<file path="src/rtl/clk_gate_pkg.sv">
// Shared types and defaults for the clock-gate enable controller.
package clk_gate_pkg;

    typedef enum logic [1:0] {
        GS_ON   = 2'd0,
        GS_OFF  = 2'd1,
        GS_WAKE = 2'd2
    } gate_state_e;

    localparam int GATE_IDLE_W_DEF   = 8;
    localparam int GATE_WAKE_CYC_DEF = 2;
    localparam int GATE_STAT_W_DEF   = 16;
    localparam int GATE_WAKE_W       = 4;

endpackage

</file>
<file path="src/rtl/icg_enable_ctrl.sv">
// Drives the ICG enable: gates the downstream clock after a programmable idle
// run and reopens it on wake/activity, flagging clk_ready after a fixed latency.
//
//   state   | meaning
//   --------+---------------------------------------------------------------
//   GS_ON   | clock running and settled; counting consecutive idle cycles
//   GS_OFF  | clock gated; waiting for any wake source
//   GS_WAKE | clock re-enabled, waiting WAKE_CYC cycles before clk_ready
module icg_enable_ctrl
    import clk_gate_pkg::*;
#(
    parameter int IDLE_W   = GATE_IDLE_W_DEF,
    parameter int WAKE_CYC = GATE_WAKE_CYC_DEF,
    parameter int STAT_W   = GATE_STAT_W_DEF
) (
    input  logic              clk,
    input  logic              rstn,
    input  logic              cfg_en,
    input  logic [IDLE_W-1:0] cfg_idle_thr,
    input  logic              force_on,
    input  logic              activity,
    input  logic              wake_req,
    output logic              icg_enable,
    output logic              clk_ready,
    output logic              gated,
    output logic [STAT_W-1:0] gate_cnt
);

    localparam logic [GATE_WAKE_W-1:0] WAKE_LAST =
        (WAKE_CYC > 0) ? GATE_WAKE_W'(WAKE_CYC - 1) : '0;

    gate_state_e             state_q, state_d;
    logic [IDLE_W-1:0]       idle_cnt_q, idle_cnt_d;
    logic [GATE_WAKE_W-1:0]  wake_cnt_q, wake_cnt_d;
    logic [STAT_W-1:0]       gate_cnt_q, gate_cnt_d;

    logic                    idle;
    logic                    wake_any;
    logic [IDLE_W-1:0]       thr_eff;
    logic [IDLE_W:0]         idle_sum;
    logic [IDLE_W-1:0]       idle_sat;

    always_comb begin
        idle     = cfg_en & ~force_on & ~activity & ~wake_req;
        wake_any = wake_req | activity | force_on | ~cfg_en;
        thr_eff  = (cfg_idle_thr == '0) ? IDLE_W'(1) : cfg_idle_thr;
        // One bit wider so the threshold compare cannot be fooled by wrap.
        idle_sum = {1'b0, idle_cnt_q} + (IDLE_W + 1)'(1);
        idle_sat = (idle_cnt_q == '1) ? idle_cnt_q : idle_cnt_q + IDLE_W'(1);
    end

    always_comb begin
        state_d    = state_q;
        idle_cnt_d = idle_cnt_q;
        wake_cnt_d = wake_cnt_q;
        gate_cnt_d = gate_cnt_q;

        case (state_q)
            GS_ON: begin
                if (idle) begin
                    if (idle_sum >= {1'b0, thr_eff}) begin
                        state_d    = GS_OFF;
                        idle_cnt_d = '0;
                        if (gate_cnt_q != '1) begin
                            gate_cnt_d = gate_cnt_q + STAT_W'(1);
                        end
                    end else begin
                        idle_cnt_d = idle_sat;
                    end
                end else begin
                    idle_cnt_d = '0;
                end
            end

            GS_OFF: begin
                if (wake_any) begin
                    wake_cnt_d = '0;
                    state_d    = (WAKE_CYC == 0) ? GS_ON : GS_WAKE;
                end
            end

            GS_WAKE: begin
                // Inputs are deliberately ignored until the clock has settled.
                wake_cnt_d = wake_cnt_q + GATE_WAKE_W'(1);
                if (wake_cnt_q == WAKE_LAST) begin
                    state_d = GS_ON;
                end
            end

            default: begin
                state_d    = GS_ON;
                idle_cnt_d = '0;
                wake_cnt_d = '0;
            end
        endcase
    end

    always_ff @(posedge clk) begin
        if (!rstn) begin
            state_q    <= GS_ON;
            idle_cnt_q <= '0;
            wake_cnt_q <= '0;
            gate_cnt_q <= '0;
            icg_enable <= 1'b1;
            clk_ready  <= 1'b1;
            gated      <= 1'b0;
        end else begin
            state_q    <= state_d;
            idle_cnt_q <= idle_cnt_d;
            wake_cnt_q <= wake_cnt_d;
            gate_cnt_q <= gate_cnt_d;
            icg_enable <= (state_d != GS_OFF);
            clk_ready  <= (state_d == GS_ON);
            gated      <= (state_d == GS_OFF);
        end
    end

    assign gate_cnt = gate_cnt_q;

endmodule

</file>
<file path="config.mk">
export PLATFORM = sky130hd
export DESIGN_NAME = icg_enable_ctrl
export DESIGN_NICKNAME = d
export VERILOG_FILES = /design/src/rtl/clk_gate_pkg.sv /design/src/rtl/icg_enable_ctrl.sv
export SDC_FILE = /design/constraint.sdc
export NUM_CORES = 1
export LEC_CHECK = 0
export CORE_MARGIN = 3
export CORE_UTILIZATION = 48
export CTS_CLUSTER_SIZE = 20
export DETAILED_ROUTE_END_ITERATION = 16
export GPL_TIMING_DRIVEN = 0
export PLACE_DENSITY = 0.76
export SETUP_SLACK_MARGIN = 0.05
export SKIP_LAST_GASP = 1
export SLEW_MARGIN = 20
export SYNTH_ARGS = -nofsm -noshare
export SYNTH_HDL_FRONTEND = slang
export SYNTH_SLANG_ARGS = --single-unit
</file>
<file path="constraint.sdc">
create_clock -name clk -period 2.61 [get_ports clk]
set_input_delay 0.522 -clock clk [delete_from_list [all_inputs] [get_ports clk]]
set_output_delay 0.522 -clock clk [all_outputs]
set_load 0.05 [all_outputs]
</file>
==> impl_metrics.py <==
metrics = {
    "synthesis": {
        "synth_fa_ha_area_share_pct": 9.786,
        "synthTopCellsByCount": "dfxtp_1, nand2_1, ha_1, inv_1, nor2_1",
        "synth_mux_area_share_pct": 5.505,
        "ys.flop_type": "dfxtp_1",
        "yosys_warnings": 0,
        "synth_top_family_by_area": "simple AND/OR/NAND/NOR gates",
        "synth.most_common_cell": "dfxtp_1",
        "synthSimpleGateAreaFrac_pct": 29.36,
        "avgSynthCellArea_um2": 8.488,
        "synthesis.nets": 271,
        "synth_cells": 241,
        "async_flop_share_pct": 0,
        "synthXorXnorAreaFrac_pct": 1.713,
        "synth_top_area_share_pct": 32.29,
        "synth_seq_cells": 33,
        "yosys.area.top_type": "dfxtp_1",
        "synth_compound_area_share_pct": 16.88,
        "synth_cell_types": 50,
        "synth_edf_count": 0,
        "syn_area_um2": 2046,
        "ys_seq_area_share_pct": 32.29,
        "synth_area_leaders": "dfxtp_1, ha_1, nand2_1",
    },
    "min_path": {
        "hold_end": "gate_cnt[6]$_SDFFE_PN0P_",
        "min_path_type": "reg -> reg",
        "whs_path_depth": 2,
        "worstHoldStart": "gate_cnt[6]$_SDFFE_PN0P_",
    },
    "grt": {
        "grt-busiest-layer": "met2",
        "grt_pass1_vias": 1808,
        "grt_max_degree": 11,
        "overflow": 0,
        "use_met3_pct": 4.348,
        "grt_usage_pct": 19.34,
        "grt_use_met2_pct": 32.86,
        "use_met1_pct": 24.32,
        "antenna_found_initial": 0,
        "grt_pass1_wl_um": 8066,
    },
    "timing": {
        "setup_violations": 1,
        "layout_min_cycle_time_ns": 2.616,
        "hold_violations": 0,
        "max_freq_ghz": 0.3823,
        "tns_ns": -0.005604,
        "maxSlewHeadroom_pct": 31.56,
        "maxSlewViolCount": 0,
        "setup_ws_ns": -0.005604,
        "period_share_pct": 100.2,
        "rsz0062_at_grt": "true",
        "fin_skew_ns": 0.003658,
        "tightest_slew_ns": 1.018,
    },
    "power_and_ir_drop": {
        "power.share.clock_pct": 40.5,
        "power.internal_uw": 747.5,
        "p_per_area_nw_per_um2": 340.1,
        "power_frac_comb_pct": 7.7,
        "p_sw_uw": 223.1,
        "pwr-share-seq_pct": 51.8,
        "p_sw_share_pct": 22.98,
        "finalPower_uw": 970.6,
        "p_leak_nw": 1.058,
        "peakVddDrop_mv": 0.2271,
    },
    "routing": {
        "drc_errors": 0,
        "wirelength_um": 4811,
        "vias": 1896,
        "viasPerCell": 5.528,
        "wl_per_cell_um": 14.03,
        "drt_iter0_drc": 120,
        "firstDrtPassIters": 4,
        "postRouteAntennaNets": 0,
    },
    "worst_setup_path": {
        "endpoint_kind": "flip-flop",
        "cp_slowest_cell": "or4_1",
        "slowest_delay_ns": 0.51,
        "critPathLaunchType": "flip-flop",
        "critPathBufInv": 1,
        "path_max_fanout": 6,
        "required_ns": 2.82,
        "arrival_ns": 2.83,
        "timing.rr.end": "gate_cnt[9]$_SDFFE_PN0P_",
        "reg2reg_depth": 11,
        "r2r-start": "idle_cnt_q[0]$_SDFFE_PN0P_",
        "crit_type": "reg -> reg",
        "critPathMostFrequentCell": "ha_4",
        "critPathTopFamily": "simple AND/OR/NAND/NOR gates",
        "path_cells": "ha_4 > nor2b_4 > or2_4 > ha_4 > a21o_1 > a31oi_4 > o31ai_4 > buf_6 > nor2_4 > or4_1 > a21oi_1",
        "r2r_slack_ns": -0.006,
    },
    "run_status": {
        "violations": "setup timing",
        "status": "finished, violations left",
    },
    "cells_and_area": {
        "area_growth_syn_to_layout_pct": 39.51,
        "fin_util_pct": 70.34,
        "stdcell_area_um2": 2854,
        "nets": 323,
        "drive_gt1_share_pct": 23.89,
        "antennaDiodeCount": 0,
    },
    "placement": {
        "place_area_um2": 2450,
        "dp_hpwl_um": 3117,
        "place_congestion": 0.8313,
        "port_buffers": 32,
        "dpl_worst_slack_ns": -0.5837,
    },
    "clock_tree": {
        "cts_tree": "yes",
        "cts_buffers": 5,
        "cts.clk_slew.worst_paths_ns": 0.06,
        "holdBufCountCts": 0,
        "clkSinkCount": 33,
        "h-tree-depth": 2,
        "clockBufferDepth": 2,
        "clock_latency_ns": 0.29,
        "cts-root-buf": "clkbuf_8",
    },
    "die": {
        "rows": 23,
        "dieArea_um2": 5082,
        "num_io_pins": 33,
        "core_um2": 4058,
        "floorplan.initialDensity_pct": 50.42,
        "die_h_um": 71.29,
        "die_width_um": 71.29,
    },
    "job": {
        "cap_violations": 0,
    },
}
sequential cells by signal (all words and copies together) (netlist names):
name	flops
wake_cnt_q	4
icg_enable	1
state_q	2
gated	1
idle_cnt_q	8
gate_cnt	16
clk_ready	1
placed cells by master, fill, tap and decap left out, types with 3 or more instances in the layout:
master and n:
nor3_1 4, nor2_2 3, clkbuf_1 4, or4_1 3, ha_4 3, a21o_1 3
nor2_1 15, and2_1 3, a21oi_2 3, clkbuf_8 6, buf_6 6, o21ai_0 4
a22o_1 3, buf_4 7, ha_1 13, dfxtp_4 3, clkdlybuf4s50_1 25, dlymetal6s2s_1 5
inv_1 14, mux2i_1 9, nand2_1 30, nor4_2 4, nand3_1 11, dfxtp_1 28
a21oi_1 11, nand2b_1 10, o31ai_2 3, nand4_1 3
power groups by stage:
stage	registers [mW]	clock network (mW)	logic, mW
after floorplan	0.517	0	0.0331
after global placement	0.517	0	0.0632
after global routing	0.502	0.418	0.0822
final	0.503	0.393	0.0750
after detailed placement	0.517	0	0.0644
after CTS	0.503	0.399	0.0745
how the worst max path moves through the flow:
stage,startpoint,to,slack [ns],cells after the start
after floorplan,idle_cnt_q[4]$_SDFFE_PN0P_,gate_cnt[14]$_SDFFE_PN0P_,0.05,10
after global placement,cfg_idle_thr[4],clk_ready$_SDFF_PN1_,-0.55,11
after detailed placement,cfg_idle_thr[4],clk_ready$_SDFF_PN1_,-0.58,11
after CTS,idle_cnt_q[0]$_SDFFE_PN0P_,gate_cnt[15]$_SDFFE_PN0P_,0.06,11
after global routing,idle_cnt_q[0]$_SDFFE_PN0P_,gate_cnt[9]$_SDFFE_PN0P_,-0.06,11
final,idle_cnt_q[0]$_SDFFE_PN0P_,gate_cnt[9]$_SDFFE_PN0P_,-0.006,11
area by class of cell:
cell class / count / area, um^2
multi-input cells: 187 / 1508
fillers: 293 / 1204
flip-flops and latches: 33 / 674.4
repair buffers: 44 / 425.4
clock buffers: 7 / 86.33
well taps: 50 / 62.56
inverters: 16 / 60.06
plain buffers: 6 / 37.54
cell families (layout without fill, tap and decap cells):
group,after synthesis,after routing
adders and majority gates,16,16
buffers and inverters,22,73
and+or+nand+nor,109,110
AOI/OAI and AO/OA,46,46
DFF,33,33
xor gates and xnor gates,4,4
muxes,11,11
worst reg2reg max path: cells and delay by family, from the launching register on:
family,cells,cell delay (ns)
compound gates,4,0.61
fa+ha+maj,2,0.46
buf+inv,1,0.16
flops,1,0.37
simple gates,4,0.95
stage by stage:
step	cells	hold WS, ns
floorplan	241	0.4458
global placement	323	0.4586
detailed placement	323	0.4681
CTS	341	0.4959
global route	343	0.5221
finish	343	0.4949
layer usage:
| metal | vias to the layer above | part of all wire (%) |
|---|---|---|
| met5 | - | 0 |
| met4 | 0 | 0.83 |
| met3 | 4 | 5.1 |
| met2 | 51 | 50 |
| met1 | 874 | 44 |
| li1 | 967 | - |
repair_timing:
action,4_1_cts,5_1_grt
resized for setup,25,34
setup buffers,9,3
pin swaps,15,25
cloned,2,0
setup endpoints to repair,28,25
(Power assumes the default switching activity.)
==> variant 1, RTL diff (same flow settings) <==
Reset style: asynchronous (`rstn`), changed in one clocked block.
--- a/src/rtl/icg_enable_ctrl.sv
+++ b/src/rtl/icg_enable_ctrl.sv
@@ -95,7 +95,7 @@
         endcase
     end
 
-    always_ff @(posedge clk) begin
+    always_ff @(posedge clk or negedge rstn) begin
         if (!rstn) begin
             state_q    <= GS_ON;
             idle_cnt_q <= '0;
Formal check against the unedited RTL: differs if rstn is asserted again (counterexample within 4 cycles, from zero or initial values and one cycle with rstn low); with rstn held inactive, the same outputs for 10 cycles.
==> variant 1 against the original RTL <==
- area after synthesis shrank 2.7%
- global-route usage fell by 0.97 points
- via count is 9.2% lower
- wire length down 8.4%
- combinational power is 39% higher
- synthesized cell count down 15%
- count of clock-buffer cells in the layout did not move
- worst setup slack gained 0.068 ns
- power grew 16%
- sequential cell count stayed put
- design area fell by 2.6%
- non-clock buffer count increased by 4
- largest cell class unchanged
- highest routed layer unchanged
==> variant 1: results (changes against the original RTL) <==
[global_routing]
grt_pass1_wl_mm=7.49  ; was 8.07 mm
use_met2_pct=29.6  ; was 32.9%
grt_pass1_vias=1668  ; was 1808
met1_usage_pct=24.7  ; was 24.3%
grt_max_degree=21  ; was 11
grt_use_met3_pct=4.32  ; was 4.35%
track_usage_pct=18.4  ; was 19.3%

[logic_synthesis]
ys_seq_area_share_pct=41.6  ; was 32.3%
yosys-top-cells-area=dfrtp_1, ha_1, xnor2_1, nand2_1, nand4_1  ; was dfxtp_1, ha_1, nand2_1, mux2i_1, a21oi_1
synth_cells=205  ; was 241
synth_compound_area_share_pct=13.8  ; was 16.9%
syn_nets=235  ; was 271
synth-async-reset-ratio_pct=100  ; was 0%
yosys.area_share.adder_pct=10.1  ; was 9.79%
synthXorXnorAreaFrac_pct=9.24  ; was 1.71%
synthMuxAreaShare_pct=1.07  ; was 5.50%

[setup_path]
endpoint=gate_cnt[15]  ; was gate_cnt[9]
cp_max_fo=3  ; was 6
max_stage_delay_ns=0.39  ; was 0.51 ns
r2r_slack_ns=0.06  ; was -0.006 ns
worst_ep_arrival_time_ns=2.75  ; was 2.83 ns

[place]
gp_congestion=0.799  ; was 0.831
place_hpwl_mm=2.97  ; was 3.12 mm
pre_cts_ws_ns=-0.674  ; was -0.584 ns
dp.cells=286  ; was 323

[status]
status=complete, no violations  ; was finished, violations left

[routing]
routedWlPerCell_um=14.1  ; was 14.0 µm
wl_met2_mm=2.14  ; was 2.39 mm
dr_wl_met3_um=137  ; was 246 µm
drt-total-wl_mm=4.41  ; was 4.81 mm
drt_iter0_markers=84  ; was 120
avgViaCountPerCell=5.50  ; was 5.53

[power]
max-vdd-ir-drop_uv=386  ; was 227 µV
p_leak_nw=1.25  ; was 1.06 nW
pg_comb_w=0.000104  ; was 0.0000750 W
switchingPower_w=0.000245  ; was 0.000223 W
total_power_w=0.00113  ; was 0.000971 W
p_clk_share_pct=43.2  ; was 40.5%

[sta]
period_share_pct=97.6  ; was 100%
skew_ns=0.00600  ; was 0.00366 ns
worstMarginPinSlew_ns=0.714  ; was 1.02 ns
hold_slack_ns=0.147  ; was 0.495 ns

[cells_and_area]
layout-drive-gt1-share_pct=21.1  ; was 23.9%

-- variant 1: cell types whose count changed after synthesis, sizes merged, moves of 6 or more --
cell	delta
nor2	-8
dfrtp	+31
nand2	-6
xnor2	+13
nand4	+8
nand2b	-8
dfxtp	-33
mux2i	-8
a21oi	-6
-- variant 1: cell type report --
class,instances,area (µm²)
Multi-Input combinational cell,156,1210
Timing Repair Buffer,51,492
Clock inverter,1,30.0
Clock buffer,7,86.3
Tap cell,48,60.1
Buffer,3,16.3
Inverter,14,52.6
Sequential cell,33,832
Fill cell,283,1050
-- variant 1: kinds of logic after synthesis --
kind of cell	count (synthesis)
buffers and inverters	17
adder cells (fa/ha/maj)	16
AO/OA/AOI/OAI	38
AND/OR/NAND/NOR	78
XOR/XNOR	21
multiplexers	2
flip-flops	33
-- variant 1: repair_timing --
action | 4_1_cts | 5_1_grt
buffers inserted | 12 | 7
hold buffers | 0 | 0
gates cloned | 0 | 1
setup endpoints to repair | 25 | 27
resized for setup | 14 | 9
pin swaps | 15 | 4
==> variant 2, RTL diff (same flow settings) <==
Made on the original files. The package constant `GATE_IDLE_W_DEF` goes from 8 to 10.
--- a/src/rtl/clk_gate_pkg.sv
+++ b/src/rtl/clk_gate_pkg.sv
@@ -7,7 +7,7 @@
         GS_WAKE = 2'd2
     } gate_state_e;
 
-    localparam int GATE_IDLE_W_DEF   = 8;
+    localparam int GATE_IDLE_W_DEF   = 10;
     localparam int GATE_WAKE_CYC_DEF = 2;
     localparam int GATE_STAT_W_DEF   = 16;
     localparam int GATE_WAKE_W       = 4;
Ports: changed (resized cfg_idle_thr); port bits go from 33 to 35. The function was not compared with the original's and may differ.
==> variant 2 against the original RTL <==
- the flow still finishes with violations (negative setup slack)
- non-clock buffer count increased by 15
- area after synthesis grew 0.80%
- sequential cell count up 2
- clock power decreased by 4%
- die area is 0.72% higher
- wire length is 15% higher
- worst setup slack worse by 0.046 ns
- count of clock-buffer cells in the layout decreased by 2
- worst hold slack better by 0.012 ns
- clock skew up 0.0031 ns
- design area rose by 5.7%
- first-iteration DRC count down 18%
- power grew 0.97%
- largest power group unchanged
==> variant 2: results (changes against the original RTL) <==
[logic_synthesis]
synth_cell_types=43  ; was 50
synthXorXnorAreaFrac_pct=3.40  ; was 1.71%
yosys.area_share.adder_pct=10.9  ; was 9.79%
synth_common_cells=dfxtp_1, nand2_1, a21oi_1  ; was dfxtp_1, nand2_1, ha_1, inv_1, nor2_1
synthMuxAreaShare_pct=2.49  ; was 5.50%
synth_cells=243  ; was 241
ys_seq_area_share_pct=34.0  ; was 32.3%
syn_nets=277  ; was 271

[global_routing]
use_met2_pct=39.0  ; was 32.9%
track_usage_pct=21.2  ; was 19.3%
grt_pass1_vias=2012  ; was 1808
met1_usage_pct=24.4  ; was 24.3%
grt_pass1_wl_mm=8.80  ; was 8.07 mm

[cells_and_area]
nNetsFinal=340  ; was 323

[routing]
routedWlPerCell_um=15.4  ; was 14.0 µm
drt-total-wl_mm=5.51  ; was 4.81 mm
avgViaCountPerCell=5.84  ; was 5.53

[sta]
skew_ns=0.00671  ; was 0.00366 ns
tns_ns=-0.172  ; was -0.00560 ns
slew-limit-headroom_pct=57.7  ; was 31.6%
timing.final.ws_setup_ns=-0.0520  ; was -0.00560 ns
finalSetupViolations=10  ; was 1

[place]
gp_congestion=0.810  ; was 0.831
place_hpwl_mm=3.47  ; was 3.12 mm
numPortBuffers=34  ; was 32
dp.cells=327  ; was 323

[hold_path]
min-delay-start=gate_cnt[5]  ; was gate_cnt[6]

[status]
violations=negative setup slack  ; unchanged
status=finished, violations left  ; unchanged

[power]
switchingPower_w=0.000231  ; was 0.000223 W
max-vdd-ir-drop_uv=352  ; was 227 µV

[setup_path]
r2r.worst_path.cells=12  ; was 11
endpoint=gate_cnt[2]  ; was gate_cnt[9]
worst_ep_arrival_time_ns=2.88  ; was 2.83 ns

[clock_tree]
cts_setup_buffers=13  ; was 9

==> variant 2: worst max-delay path, delay by kind of cell, from the launching register on <==
kind	cells	cell delay (ns)
compound gates	2	0.41
xor+xnor	1	0.15
fa+ha+maj	2	0.46
buf+inv	2	0.24
flops	1	0.37
simple gates	5	0.94
==> variant 2: layout make-up <==
class	count	area [µm²]
multi-input cells	183	1520
fillers	296	1070
flip-flops and latches	35	714
repair buffers	56	505
plain buffers	9	71.3
clock buffers	5	68.8
well taps	50	62.6
inverters	16	60.1
clock inverters	3	15.0
==> variant 2: through the flow <==
stage | instance area, µm² | total power, W | hold WS, ns | utilization [%] | worst slack [ns]
finish | 3020 | 0.000980 | 0.507 | 73.9 | -0.0520
global route | 3020 | 0.00101 | 0.531 | 73.9 | -0.172
CTS | 2810 | 0.000982 | 0.506 | 68.8 | -0.00154
detailed placement | 2490 | 0.000607 | 0.471 | 60.9 | -0.693
global placement | 2490 | 0.000606 | 0.472 | 60.9 | -0.701
floorplan | 2080 | 0.000573 | 0.458 | - | 0.0620
